File: src/rtl/tap_win_if.sv
// Handshake bundle between tap_window_ctrl, its sample source, the tap line and the detector.
// With TAP_WIN_INDEX_EN defined the bundle also carries the 16-bit m_index window counter.
interface tap_win_if #(
  parameter int DATA_WIDTH = 32,
  parameter int CNT_W      = 5
);
  logic                  s_valid;
  logic                  s_ready;
  logic [DATA_WIDTH-1:0] s_data;
  logic                  s_last;
  logic                  shift_en;
  logic [DATA_WIDTH-1:0] shift_din;
  logic                  clr;
  logic [CNT_W-1:0]      fill_cnt;
  logic                  m_valid;
  logic                  m_ready;
  logic                  m_last;
  logic                  busy;
`ifdef TAP_WIN_INDEX_EN
  logic [15:0]           m_index;

  modport master (
    input  s_valid, s_data, s_last, m_ready,
    output s_ready, shift_en, shift_din, clr, fill_cnt, m_valid, m_last, busy, m_index
  );
  modport slave (
    output s_valid, s_data, s_last, m_ready,
    input  s_ready, shift_en, shift_din, clr, fill_cnt, m_valid, m_last, busy, m_index
  );
`else
  modport master (
    input  s_valid, s_data, s_last, m_ready,
    output s_ready, shift_en, shift_din, clr, fill_cnt, m_valid, m_last, busy
  );
  modport slave (
    output s_valid, s_data, s_last, m_ready,
    input  s_ready, shift_en, shift_din, clr, fill_cnt, m_valid, m_last, busy
  );
`endif
endinterface

File: src/rtl/tap_window_ctrl.sv
// Sequencer for the DETDES tap delay line: feeds samples, zero-pads frame tails, flags windows.
// Optional macro TAP_WIN_INDEX_EN adds the m_index window counter.
//
// state | meaning
// IDLE  | line empty, waiting for the first sample of a frame
// FILL  | accepting samples, line not yet full
// RUN   | line full, every accepted sample yields a window
// FLUSH | shifting REGDEPTH-1 zero pads, then waiting for the m_last handshake
// CLEAR | one-cycle clr pulse to the line, fill level back to zero
module tap_window_ctrl #(
  parameter int DATA_WIDTH = 32,
  parameter int REGDEPTH   = 3,
  parameter int CNT_W      = 5
) (
  input  logic      clk,
  input  logic      rst,
  tap_win_if.master bus
);

  typedef enum logic [2:0] {IDLE, FILL, RUN, FLUSH, CLEAR} state_t;

  localparam logic [CNT_W-1:0] DEPTH = CNT_W'(REGDEPTH);
  localparam logic [CNT_W-1:0] PADS  = CNT_W'(REGDEPTH - 1);

  state_t           state_q;
  logic [CNT_W-1:0] fill_q;
  logic [CNT_W-1:0] fill_d;
  logic [CNT_W-1:0] pad_q;
  logic [CNT_W-1:0] pad_d;
  logic             m_valid_q;
  logic             m_last_q;

  logic win_free;
  logic s_ready;
  logic accept;
  logic pad_shift;
  logic shift;
  logic win_new;
  logic last_pad;
  logic hs;

  always_comb begin
    win_free = !m_valid_q || bus.m_ready;
    unique case (state_q)
      IDLE, FILL: s_ready = 1'b1;
      RUN:        s_ready = win_free;
      default:    s_ready = 1'b0;
    endcase
    accept    = bus.s_valid && s_ready;
    pad_shift = (state_q == FLUSH) && (pad_q != PADS) && win_free;
    shift     = accept || pad_shift;
    fill_d    = (fill_q == DEPTH) ? DEPTH : fill_q + 1'b1;
    pad_d     = pad_q + 1'b1;
    win_new   = shift && (fill_d == DEPTH);
    last_pad  = pad_shift && (pad_d == PADS);
    hs        = m_valid_q && bus.m_ready;
  end

  assign bus.s_ready   = s_ready;
  assign bus.shift_en  = shift;
  assign bus.shift_din = accept ? bus.s_data : {DATA_WIDTH{1'b0}};
  assign bus.clr       = (state_q == CLEAR);
  assign bus.busy      = (state_q != IDLE);
  assign bus.fill_cnt  = fill_q;
  assign bus.m_valid   = m_valid_q;
  assign bus.m_last    = m_last_q;

  always_ff @(posedge clk or posedge rst) begin
    if (rst) begin
      state_q   <= IDLE;
      fill_q    <= '0;
      pad_q     <= '0;
      m_valid_q <= 1'b0;
      m_last_q  <= 1'b0;
    end else begin
      if (shift) fill_q <= fill_d;
      if (pad_shift) pad_q <= pad_d;

      // a handshake and a fresh window in the same cycle keep m_valid high
      if (win_new)  m_valid_q <= 1'b1;
      else if (hs)  m_valid_q <= 1'b0;
      if (last_pad) m_last_q  <= 1'b1;
      else if (hs)  m_last_q  <= 1'b0;

      unique case (state_q)
        IDLE: begin
          if (accept) state_q <= bus.s_last ? FLUSH : FILL;
        end
        FILL: begin
          if (accept) begin
            if (bus.s_last)              state_q <= FLUSH;
            else if (fill_d == DEPTH)    state_q <= RUN;
          end
        end
        RUN: begin
          if (accept && bus.s_last) state_q <= FLUSH;
        end
        FLUSH: begin
          if (hs && m_last_q) state_q <= CLEAR;
        end
        CLEAR: begin
          state_q <= IDLE;
          fill_q  <= '0;
          pad_q   <= '0;
        end
        default: state_q <= IDLE;
      endcase
    end
  end

`ifdef TAP_WIN_INDEX_EN
  logic [15:0] idx_q;

  always_ff @(posedge clk or posedge rst) begin
    if (rst)     idx_q <= '0;
    else if (hs) idx_q <= m_last_q ? 16'd0 : idx_q + 16'd1;
  end

  assign bus.m_index = idx_q;
`endif

endmodule

File: src/flat_wrapper.sv
// flat-port wrapper written by rule: the top's interface ports become plain ports
module tap_window_ctrl_flat 
#(
  parameter int DATA_WIDTH = 32,
  parameter int REGDEPTH   = 3,
  parameter int CNT_W      = 5
)
  (clk, rst, bus_s_valid, bus_s_data, bus_s_last, bus_m_ready, bus_s_ready, bus_shift_en, bus_shift_din, bus_clr, bus_fill_cnt, bus_m_valid, bus_m_last, bus_busy);
  tap_win_if #(.DATA_WIDTH(DATA_WIDTH), .CNT_W(CNT_W)) bus_i ();
  input  logic clk;
  input  logic rst;
  input wire logic [$bits(bus_i.s_valid)-1:0] bus_s_valid;
  input wire logic [$bits(bus_i.s_data)-1:0] bus_s_data;
  input wire logic [$bits(bus_i.s_last)-1:0] bus_s_last;
  input wire logic [$bits(bus_i.m_ready)-1:0] bus_m_ready;
  output wire logic [$bits(bus_i.s_ready)-1:0] bus_s_ready;
  output wire logic [$bits(bus_i.shift_en)-1:0] bus_shift_en;
  output wire logic [$bits(bus_i.shift_din)-1:0] bus_shift_din;
  output wire logic [$bits(bus_i.clr)-1:0] bus_clr;
  output wire logic [$bits(bus_i.fill_cnt)-1:0] bus_fill_cnt;
  output wire logic [$bits(bus_i.m_valid)-1:0] bus_m_valid;
  output wire logic [$bits(bus_i.m_last)-1:0] bus_m_last;
  output wire logic [$bits(bus_i.busy)-1:0] bus_busy;
  assign bus_i.s_valid = bus_s_valid;
  assign bus_i.s_data = bus_s_data;
  assign bus_i.s_last = bus_s_last;
  assign bus_i.m_ready = bus_m_ready;
  assign bus_s_ready = bus_i.s_ready;
  assign bus_shift_en = bus_i.shift_en;
  assign bus_shift_din = bus_i.shift_din;
  assign bus_clr = bus_i.clr;
  assign bus_fill_cnt = bus_i.fill_cnt;
  assign bus_m_valid = bus_i.m_valid;
  assign bus_m_last = bus_i.m_last;
  assign bus_busy = bus_i.busy;
  tap_window_ctrl #(.DATA_WIDTH(DATA_WIDTH), .REGDEPTH(REGDEPTH), .CNT_W(CNT_W)) u_core (.clk(clk), .rst(rst), .bus(bus_i));
endmodule
File: config.mk
export PLATFORM = sky130hd
export DESIGN_NAME = tap_window_ctrl_flat
export DESIGN_NICKNAME = d
export VERILOG_FILES = /design/src/rtl/tap_win_if.sv /design/src/rtl/tap_window_ctrl.sv /design/src/flat_wrapper.sv
export SDC_FILE = /design/constraint.sdc
export NUM_CORES = 1
export LEC_CHECK = 0
export BUFFER_PORTS_ARGS = -buffer_cell sky130_fd_sc_hd__buf_2
export CAP_MARGIN = 20
export CORE_MARGIN = 2
export CORE_UTILIZATION = 40
export CTS_BUF_LIST = sky130_fd_sc_hd__clkbuf_16
export CTS_CLUSTER_SIZE = 40
export DETAILED_ROUTE_END_ITERATION = 16
export PLACE_DENSITY = 0.84
export SLEW_MARGIN = 20
export SYNTH_ARGS = -nofsm -noshare
export SYNTH_HDL_FRONTEND = slang
export SYNTH_SLANG_ARGS = --single-unit
File: constraint.sdc
create_clock -name clk -period 4.6 [get_ports clk]
set_input_delay 0.23 -clock clk [delete_from_list [all_inputs] [get_ports clk]]
set_output_delay 0.23 -clock clk [all_outputs]
set_load 0.05 [all_outputs]
Word-level counts from Yosys, hierarchy flattened --
Index checks and enable logic that the tools add are counted.
Word-level totals: word-level logic and storage cells 57, register bits after elaboration 15, bits of input ports 37, output and inout port bits 43
Operators by class: $add $sub $neg 2, multiplexer cells 18, reduce and logical (&&, ||, !) cells 19, equality and inequality tests 13
Operators with widths (number):
- $mux W32 | 1
- $mux W5 | 5
- $mux W3 | 6
- $eq A5 B2 Y1 const B | 3
- $pmux W3 S4 | 1
- $add A5 B1 Y5 const B | 2
- $logic_and A1 B1 Y1 | 8
- $reduce_bool A2 Y1 | 4
- $eq A3 B2 Y1 const B | 2
- $ne A2 B1 Y1 const B | 3
- $ne A5 B2 Y1 const B | 1
- $reduce_and A5 Y1 | 1
- $eq A3 B1 Y1 const B | 1
- $eq A3 B3 Y1 const B | 1
- $logic_not A3 Y1 | 1
- $mux W1 | 3
- $ne A3 B2 Y1 const B | 1
- $reduce_bool A3 Y1 | 1
- $logic_or A1 B1 Y1 | 2
- $mux W2 | 1
- $ne A2 B2 Y1 const B | 1
- $pmux W1 S2 | 1
- $reduce_or A2 Y1 | 1
- $logic_not A1 Y1 | 1

Depth between registers and ports, before layout --
Gate-level depths: netlist of the first run.
word-level depth 7, gate-level depth with buffers 7, depth with buffers taken out 6

Worst setup path before layout of the first run --
No wires, ideal clock.
path type register -> output, start register u_core.m_valid_q (netlist: u_core.bus.m_valid), end output port bus_shift_din[10], arrival 1.931 ns, data required time 4.370 ns, buffers on the path 1, path slack 2.439 ns, stages on the path, launching flop included 5, cell sequence dfrtp_1 -> and3b_1 -> a211oi_2 -> clkbuf_1 -> and2_1
On the way: cells in the longest elaborated chain, start to end 5
Ends and longest elaborated chain:
- start: declaration | line tap_window_ctrl.sv:30 | logic m_valid_q;
- start signal: assignment | line tap_window_ctrl.sv:73 | m_valid_q <= 1'b0;
- start signal: assignment | line tap_window_ctrl.sv:80 | if (win_new) m_valid_q <= 1'b1;
- start signal: assignment | line tap_window_ctrl.sv:81 | else if (hs) m_valid_q <= 1'b0;
- $logic_not A1 Y1 | line tap_window_ctrl.sv:43 | win_free = !m_valid_q || bus.m_ready;
- $logic_or A1 B1 Y1 | line tap_window_ctrl.sv:43
- $pmux W1 S2 | line tap_window_ctrl.sv:44 | unique case (state_q)
- $logic_and A1 B1 Y1 | line tap_window_ctrl.sv:49 | accept = bus.s_valid && s_ready;
- $mux W32 | line tap_window_ctrl.sv:61 | assign bus.shift_din = accept ? bus.s_data : {DATA_WIDTH{1'b0}};
- end: declaration | line flat_wrapper.sv:18 | output wire logic [$bits(bus_i.shift_din)-1:0] bus_shift_din;
No other way between the ends.

Final worst setup path of the first run --
start register u_core.state_q[2], end output port bus_shift_din[5]
On the way: cells in the longest elaborated chain, start to end 5, elaborated cells between the ends (all ways) 7, those cells by class eq/ne: 2; mux: 2; reduce/logical: 3
Ends and longest elaborated chain:
- start: declaration | line tap_window_ctrl.sv:25 | state_t state_q;
- start signal: assignment | line tap_window_ctrl.sv:87 | if (accept) state_q <= bus.s_last ? FLUSH : FILL;
- $eq A3 B1 Y1 / $logic_not A3 Y1 (equally long branches) | line tap_window_ctrl.sv:44
- $reduce_or A2 Y1 | line tap_window_ctrl.sv:44
- $pmux W1 S2 (*) | line tap_window_ctrl.sv:44
- $logic_and A1 B1 Y1 (*) | line tap_window_ctrl.sv:49
- $mux W32 (*) | line tap_window_ctrl.sv:61
Every way passes the cells marked *; elsewhere a longest branch is shown, timed or not.

==> metrics.md, run 1 <==
| Metric | Value |
|---|---|
| Fin nets | `259` |
| Power Internal | `0.5612 mW` |
| CTS tree | `done` |
| Period utilisation layout | `53.06%` |
| Wire per inst | `13.40 um` |
| P&R area growth vs syn | `41.63%` |
| Avg Inst Size Synth | `8.329 um2` |
| Slew Viols, Final | `0` |
| Post-cts hold buffer count | `0` |
| Antenna cells | `0` |
| WL met1 | `1422 um` |
| Fin Setup TNS | `0 ns` |
| Root buffer cell | `clkbuf_16` |
| Least-Margin Pin Slew | `0.6850 ns` |
| Total number of vias | `1245` |
| GR Util All Layers | `19.97%` |
| # IOs | `80` |
| Final Setup Violations | `0` |
| Drt via density | `5.020` |
| Total gr overflow | `0` |
| FMAX | `409.7 MHz` |
| 1st-iter DRT viols | `34` |
| Die area | `0.003363 mm2` |
| Total nets after synthesis | `181` |
| Met3 wire length | `188 um` |
| Synth warn | `0` |
| Resize count post-CTS | `0` |
| Critical path required time | `4.37 ns` |
| Ys async rst share | `100.0%` |
| Sw Ratio | `56.57%` |
| Cts bufs inserted | `3` |
| First-pass GRT wire length | `5175 um` |
| Pwr dens | `782.5 mW/mm2` |
| Placed Cells | `244` |
| Post-CTS setup repair buffer count | `0` |
| Initial antenna violation count | `0` |
| Path depth of the worst reg2reg path | `6` |
| Final core occ | `59.89%` |
| Die width | `58.00 um` |
| Die Y | `58.00 um` |
| CORE AREA | `0.002758 mm2` |
| DR pass1 iterations | `4` |
| Crit path DAT | `2.21 ns` |
| Worst setup SP type | `flop` |
| Routed WL | `3322 um` |
| Clock network power share | `13.1%` |
| Hold slack | `0.03841 ns` |
| Vias in the first global route | `1101` |
| Share of cells above drive strength 1 | `40.09%` |
| H-tree depth | `1` |
| CTS Sinks | `15` |
| Max Cap Violations | `0` |
| Register area share after synthesis | `32.19%` |
| Hold Crit Class | `in2async` |
| Leak | `0.9263 nW` |
| FF+latch count, synth | `15` |
| Largest net degree at the start of global routing | `31` |
| Hpwl dp | `2558 um` |
| Mapped cell area | `0.001166 mm2` |
| Clk_skew | `0.007352 ns` |
| Status | `finished, final reports clean` |
| Worst vdd ir | `537.4 uV` |
| Combinational share of power | `65.1%` |
| CTS max path bufs | `2` |
| Unique masters post-synth | `35` |
| Crit. End Element | `primary output` |
| Primary FF master, synth | `dfrtp_1` |
| Critical Setup Path Class | `reg2out` |
| Flop-to-flop setup slack | `2.72 ns` |
| Final Hold Vio Count | `0` |
| RSZ-0062 raised after global routing | `no` |
| GPL Wtd Cong | `0.7840` |
| # rows | `19` |
| Final std cells w/o fill | `248` |
| DR WL met2 | `1672 um` |
| Worst r2r src | `u_core.pad_q[0]` |
| DRC viols | `0` |
| Fill count | `243` |
| Sequential share of power | `21.8%` |
| Syn Inst Count | `140` |
| Highest metal used | `met4` |
| Relative slew slack | `53.75%` |
| Post-route minimum period | `2.441 ns` |
| Buffers on Ports | `79` |
| Net Switching | `0.7311 mW` |
| Reg clk slew, reported paths | `0.05 ns` |
| Crit Reg-Reg Endpoint | `u_core.bus.fill_cnt[4]` |
| Initial core utilization | `42.29%` |
| ANT nets after route | `0` |
| Number of flops mapped to enable cells by yosys | `0` |
| Critical path peak fanout | `30` |
| Worst-Skew Late Latency | `0.25 ns` |
==> cell usage after synthesis, types with 2 or more instances <==
library cell  count  area, um2
a21oi_1           2      10.01
a31oi_1           3      18.77
and2_1           33      206.5
clkbuf_1          5      18.77
dfrtp_1          15      375.4
ha_1              4      50.05
inv_1             7      26.28
mux2i_1           5      50.05
nand2_1          11      41.29
nand2b_1          6      37.54
nand3_1           5      25.02
nand4_1           2      12.51
nor2_1            7      26.28
nor2b_1           3      18.77
nor3b_1           2      15.01
o2111ai_1         2      17.52
o211ai_1          2      15.01
o21ai_0           5      25.02
o311ai_0          2      17.52
o31a_1            2      17.52
xnor2_1           2      17.52
xor2_1            2      17.52
==> cell families after synthesis <==
family | after synthesis | share of synthesized area, %
fa+ha+maj | 4 | 4.292
buf+inv | 14 | 5.258
simple gates | 78 | 38.74
flops | 15 | 32.19
compound gates | 20 | 12.23
mux | 5 | 4.292
xor+xnor | 4 | 3.005
==> state kept, by name, summed over array words and instances (netlist names) <==
| register | flops |
|---|---|
| u_core.pad_q | 5 |
| u_core.bus.fill_cnt | 5 |
| u_core.state_q | 3 |
| u_core.bus.m_valid | 1 |
| u_core.bus.m_last | 1 |
==> layout by cell type, fill, tap and decap left out, types with 4 or more instances in the layout <==
| cell type | netlist | routed |
|---|---|---|
| nand2_1 | 11 | 11 |
| buf_2 | 1 | 79 |
| dfrtp_1 | 15 | 15 |
| nand2b_1 | 6 | 6 |
| nor2_1 | 7 | 7 |
| mux2i_1 | 5 | 5 |
| ha_1 | 4 | 4 |
| inv_1 | 7 | 8 |
| o21ai_0 | 5 | 5 |
| and2_1 | 33 | 33 |
| nand3_1 | 5 | 5 |
==> layer usage <==
layer | vias up | GRT usage [%]
met3 | 6 | 4.911
met1 | 569 | 26.57
li1 | 628 | -
met4 | 0 | 5.648
met5 | - | 0
met2 | 42 | 32.31
==> how the worst max path moves through the flow <==
stage,start,endpoint,slack [ns],cells after the start
after floorplan,u_core.bus.m_valid,bus_shift_din[10],2.44,4
after global placement,u_core.state_q[2],bus_shift_din[9],2.51,5
after detailed placement,u_core.state_q[2],bus_shift_din[9],2.47,5
after CTS,u_core.state_q[2],bus_shift_din[9],2.18,5
after global routing,u_core.state_q[2],bus_shift_din[9],2.00,5
final,u_core.state_q[2],bus_shift_din[5],2.16,5
==> worst max-delay path: stages (launching register included) <==
cell,delay (ns)
dfrtp_1,0.47
nand2b_1,0.21
a211oi_2,0.50
buf_4,0.34
and2_1,0.18
buf_2,0.27
==> stage by stage <==
stage | setup WS (ns) | area (um2) | power [mW]
6_report | 2.159 | 1652 | 1.292
5_1_grt | 1.996 | 1652 | 1.376
4_1_cts | 2.185 | 1652 | 1.299
3_5_place_dp | 2.467 | 1573 | 1.123
3_3_place_gp | 2.515 | 1573 | 1.110
2_1_floorplan | 2.439 | 1166 | 0.9544
==> area by class of cell <==
cell class | instances | area, um2 | share of cell area [%]
multi-input cells | 111 | 729.5 | 44.17
inverters | 7 | 26.28 | 1.591
flip-flops and latches | 15 | 375.4 | 22.73
clock inverters | 1 | 3.754 | 0.2273
well taps | 31 | 38.79 | 2.348
clock buffers | 3 | 75.07 | 4.545
repair buffers | 80 | 402.9 | 24.39
==> power by group through the flow <==
stage | clock (mW) | combinational (mW) | sequential [mW]
global route | 0.180 | 0.901 | 0.295
detailed placement | 0 | 0.842 | 0.281
CTS | 0.172 | 0.846 | 0.281
floorplan | 0 | 0.595 | 0.359
global placement | 0 | 0.830 | 0.280
finish | 0.169 | 0.841 | 0.282
No activity file was read; power rests on OpenSTA's default activity.
==> run 2: changes to the inputs <==
CORE_UTILIZATION = 37   (was 40)
PLACE_DENSITY = 0.82   (was 0.84)
clock period = 2.2 ns   (was 4.6 ns; I/O delays follow)
==> run 2 against run 1 <==
Effect of this change: first-iteration DRC count fell by 5.9%; final cell count rose by 5.6%; non-clock buffer count rose by 1; critical endpoint is now bus_shift_en; wire length fell by 6.7%; highest routed layer unchanged; die area rose by 7.5%; core utilization fell by 4.3 points; worst setup slack got worse by 2.1 ns; critical path depth rose by 2; design area rose by 1.9%; sequential cell count did not move; combinational power rose by 110%.
==> metrics.md, run 2 (synthesis results as in run 1) <==
| Metric | Value |
|---|---|
| 1st-iter DRT viols | `32` |
| # rows | `20` |
| Sw Ratio | `56.47%` |
| Final Instance Area | `0.001683 mm2` |
| Leak | `0.9317 nW` |
| Fin nets | `260` |
| Power Internal | `1.180 mW` |
| Relative slew slack | `60.18%` |
| Status | `finished, final reports clean` |
| Worst setup SP type | `flop` |
| Pwr dens | `1611 mW/mm2` |
| Drt via density | `4.664` |
| Most frequent cells in the layout | `79 x buf_2, 33 x and2_1, 15 x dfrtp_1, 11 x nand2_1, 8 x inv_1` |
| Total number of vias | `1222` |
| Sequential share of power | `21.8%` |
| Critical Setup Path Class | `reg2out` |
| Met3 wire length | `138 um` |
| Crit. End Element | `primary output` |
| GR Util All Layers | `17.23%` |
| Post-route minimum period | `2.101 ns` |
| Die area | `0.003617 mm2` |
| FMAX | `475.9 MHz` |
| Hold slack | `0.1853 ns` |
| H-tree depth | `1` |
| CTS tree | `done` |
| Period utilisation layout | `95.52%` |
| Slowest-stage cell, CP | `or4b_1` |
| Final Hold Vio Count | `0` |
| DR pass1 iterations | `4` |
| Antenna cells | `0` |
| Net Switching | `1.531 mW` |
| P&R area growth vs syn | `44.31%` |
| Worst vdd ir | `886.7 uV` |
| CTS max path bufs | `2` |
| Final Setup Violations | `0` |
| Least-Margin Pin Slew | `0.5899 ns` |
| Crit path buf inv count | `3` |
| Hpwl dp | `2407 um` |
| Placed instance area | `0.001589 mm2` |
| Max incr delay on CP | `0.46 ns` |
| Cts bufs inserted | `3` |
| DRC viols | `0` |
| Total gr overflow | `0` |
| Crit path DAT | `1.99 ns` |
| Top cell by count, worst path | `inv_1` |
| First-pass GRT wire length | `4650 um` |
| Vias in the first global route | `1038` |
| CORE AREA | `0.003028 mm2` |
| Wire per inst | `11.82 um` |
| Critical path peak fanout | `9` |
| Die width | `60.14 um` |
| Hold Crit Class | `in2reg` |
| Fin Setup TNS | `0 ns` |
| Clock network power share | `13.1%` |
| Initial core utilization | `38.51%` |
| Initial antenna violation count | `0` |
| Combinational share of power | `65.1%` |
| DR WL met2 | `1568 um` |
| Commonest non-fill, non-tap cell in the layout | `buf_2` |
| CP top delay family | `simple AND/OR/NAND/NOR gates` |
| Worst-Skew Late Latency | `0.25 ns` |
| Share of cells above drive strength 1 | `39.91%` |
| Routed WL | `3098 um` |
| Crit path cell chain | `inv_1 > ha_1 > or4b_1 > and4_4 > nor2_4 > inv_1 > buf_2` |
| CTS Sinks | `15` |
| Die Y | `60.14 um` |
| GPL Wtd Cong | `0.8210` |
| Clk_skew | `0.003469 ns` |
| Largest net degree at the start of global routing | `38` |
| Reg clk slew, reported paths | `0.05 ns` |
| RSZ-0062 raised after global routing | `no` |
| Slew Viols, Final | `0` |
| Max Cap Violations | `0` |
| WL met1 | `1365 um` |
| # IOs | `80` |
| Buffers on Ports | `79` |
| ANT nets after route | `0` |
| Highest metal used | `met4` |
| Critical path required time | `2.09 ns` |
| Root buffer cell | `clkbuf_16` |
| Flop-to-flop setup slack | `0.32 ns` |
-- run 2: what timing repair did --
| item | in CTS | in global routing |
|---|---|---|
| resized for setup | 0 | 1 |
| hold endpoints to repair | 15 | 0 |
| buffers inserted | 0 | 0 |
| endpoints found under the setup margin | 0 | 1 |
| hold buffers | 1 | 0 |
-- run 2: routing by layer --
| metal | vias to the layer above | global-route usage (%) |
|---|---|---|
| met2 | 26 | 26.09 |
| met3 | 5 | 5.411 |
| met5 | - | 0 |
| li1 | 631 | - |
| met4 | 0 | 3.810 |
| met1 | 560 | 23.97 |
-- run 2: worst paths after layout --
check                                         endpoint               from  cells after the start
worst max-delay path                      bus_shift_en    u_core.pad_q[0]                      7
min in group asynchronous              u_core.pad_q[3]                rst                      3
max in group asynchronous           u_core.bus.m_valid                rst                      3
worst min-delay path                 u_core.bus.m_last        bus_m_ready                      4
worst max register to register  u_core.bus.fill_cnt[4]    u_core.pad_q[0]                      6
worst min register to register       u_core.bus.m_last  u_core.bus.m_last                      2
-- run 2: worst register-to-register path: cells and delay by family, from the launching register on --
kind	cells	cell delay (ns)
buffers and inverters	1	0.08
AOI/OAI and AO/OA	1	0.24
adders and majority gates	1	0.13
and+or+nand+nor	2	0.70
muxes	1	0.22
DFF	1	0.43
-- run 2: cell type report --
type	instances	area [um2]
fillers	297	1345
multi-input cells	111	734.5
repair buffers	81	412.9
flip-flops and latches	15	375.4
clock buffers	3	75.07
well taps	44	55.05
inverters	7	26.28
clock inverters	1	3.754
-- run 2: metrics by stage --
stage	instances	util (%)	total power, mW	setup WS (ns)
5_1_grt	262	55.58	2.902	0.003835
3_3_place_gp	257	52.48	2.321	0.3593
4_1_cts	262	55.41	2.722	0.03692
6_report	262	55.58	2.711	0.09852
3_5_place_dp	257	52.48	2.352	0.3061
2_1_floorplan	140	-	1.996	0.1588
-- run 2: power groups by stage --
stage,combinational (mW),sequential [mW],clock [mW]
final,1.77,0.590,0.355
after global routing,1.91,0.619,0.369
after CTS,1.77,0.591,0.362
after detailed placement,1.76,0.591,0
after global placement,1.73,0.588,0
after floorplan,1.24,0.751,0
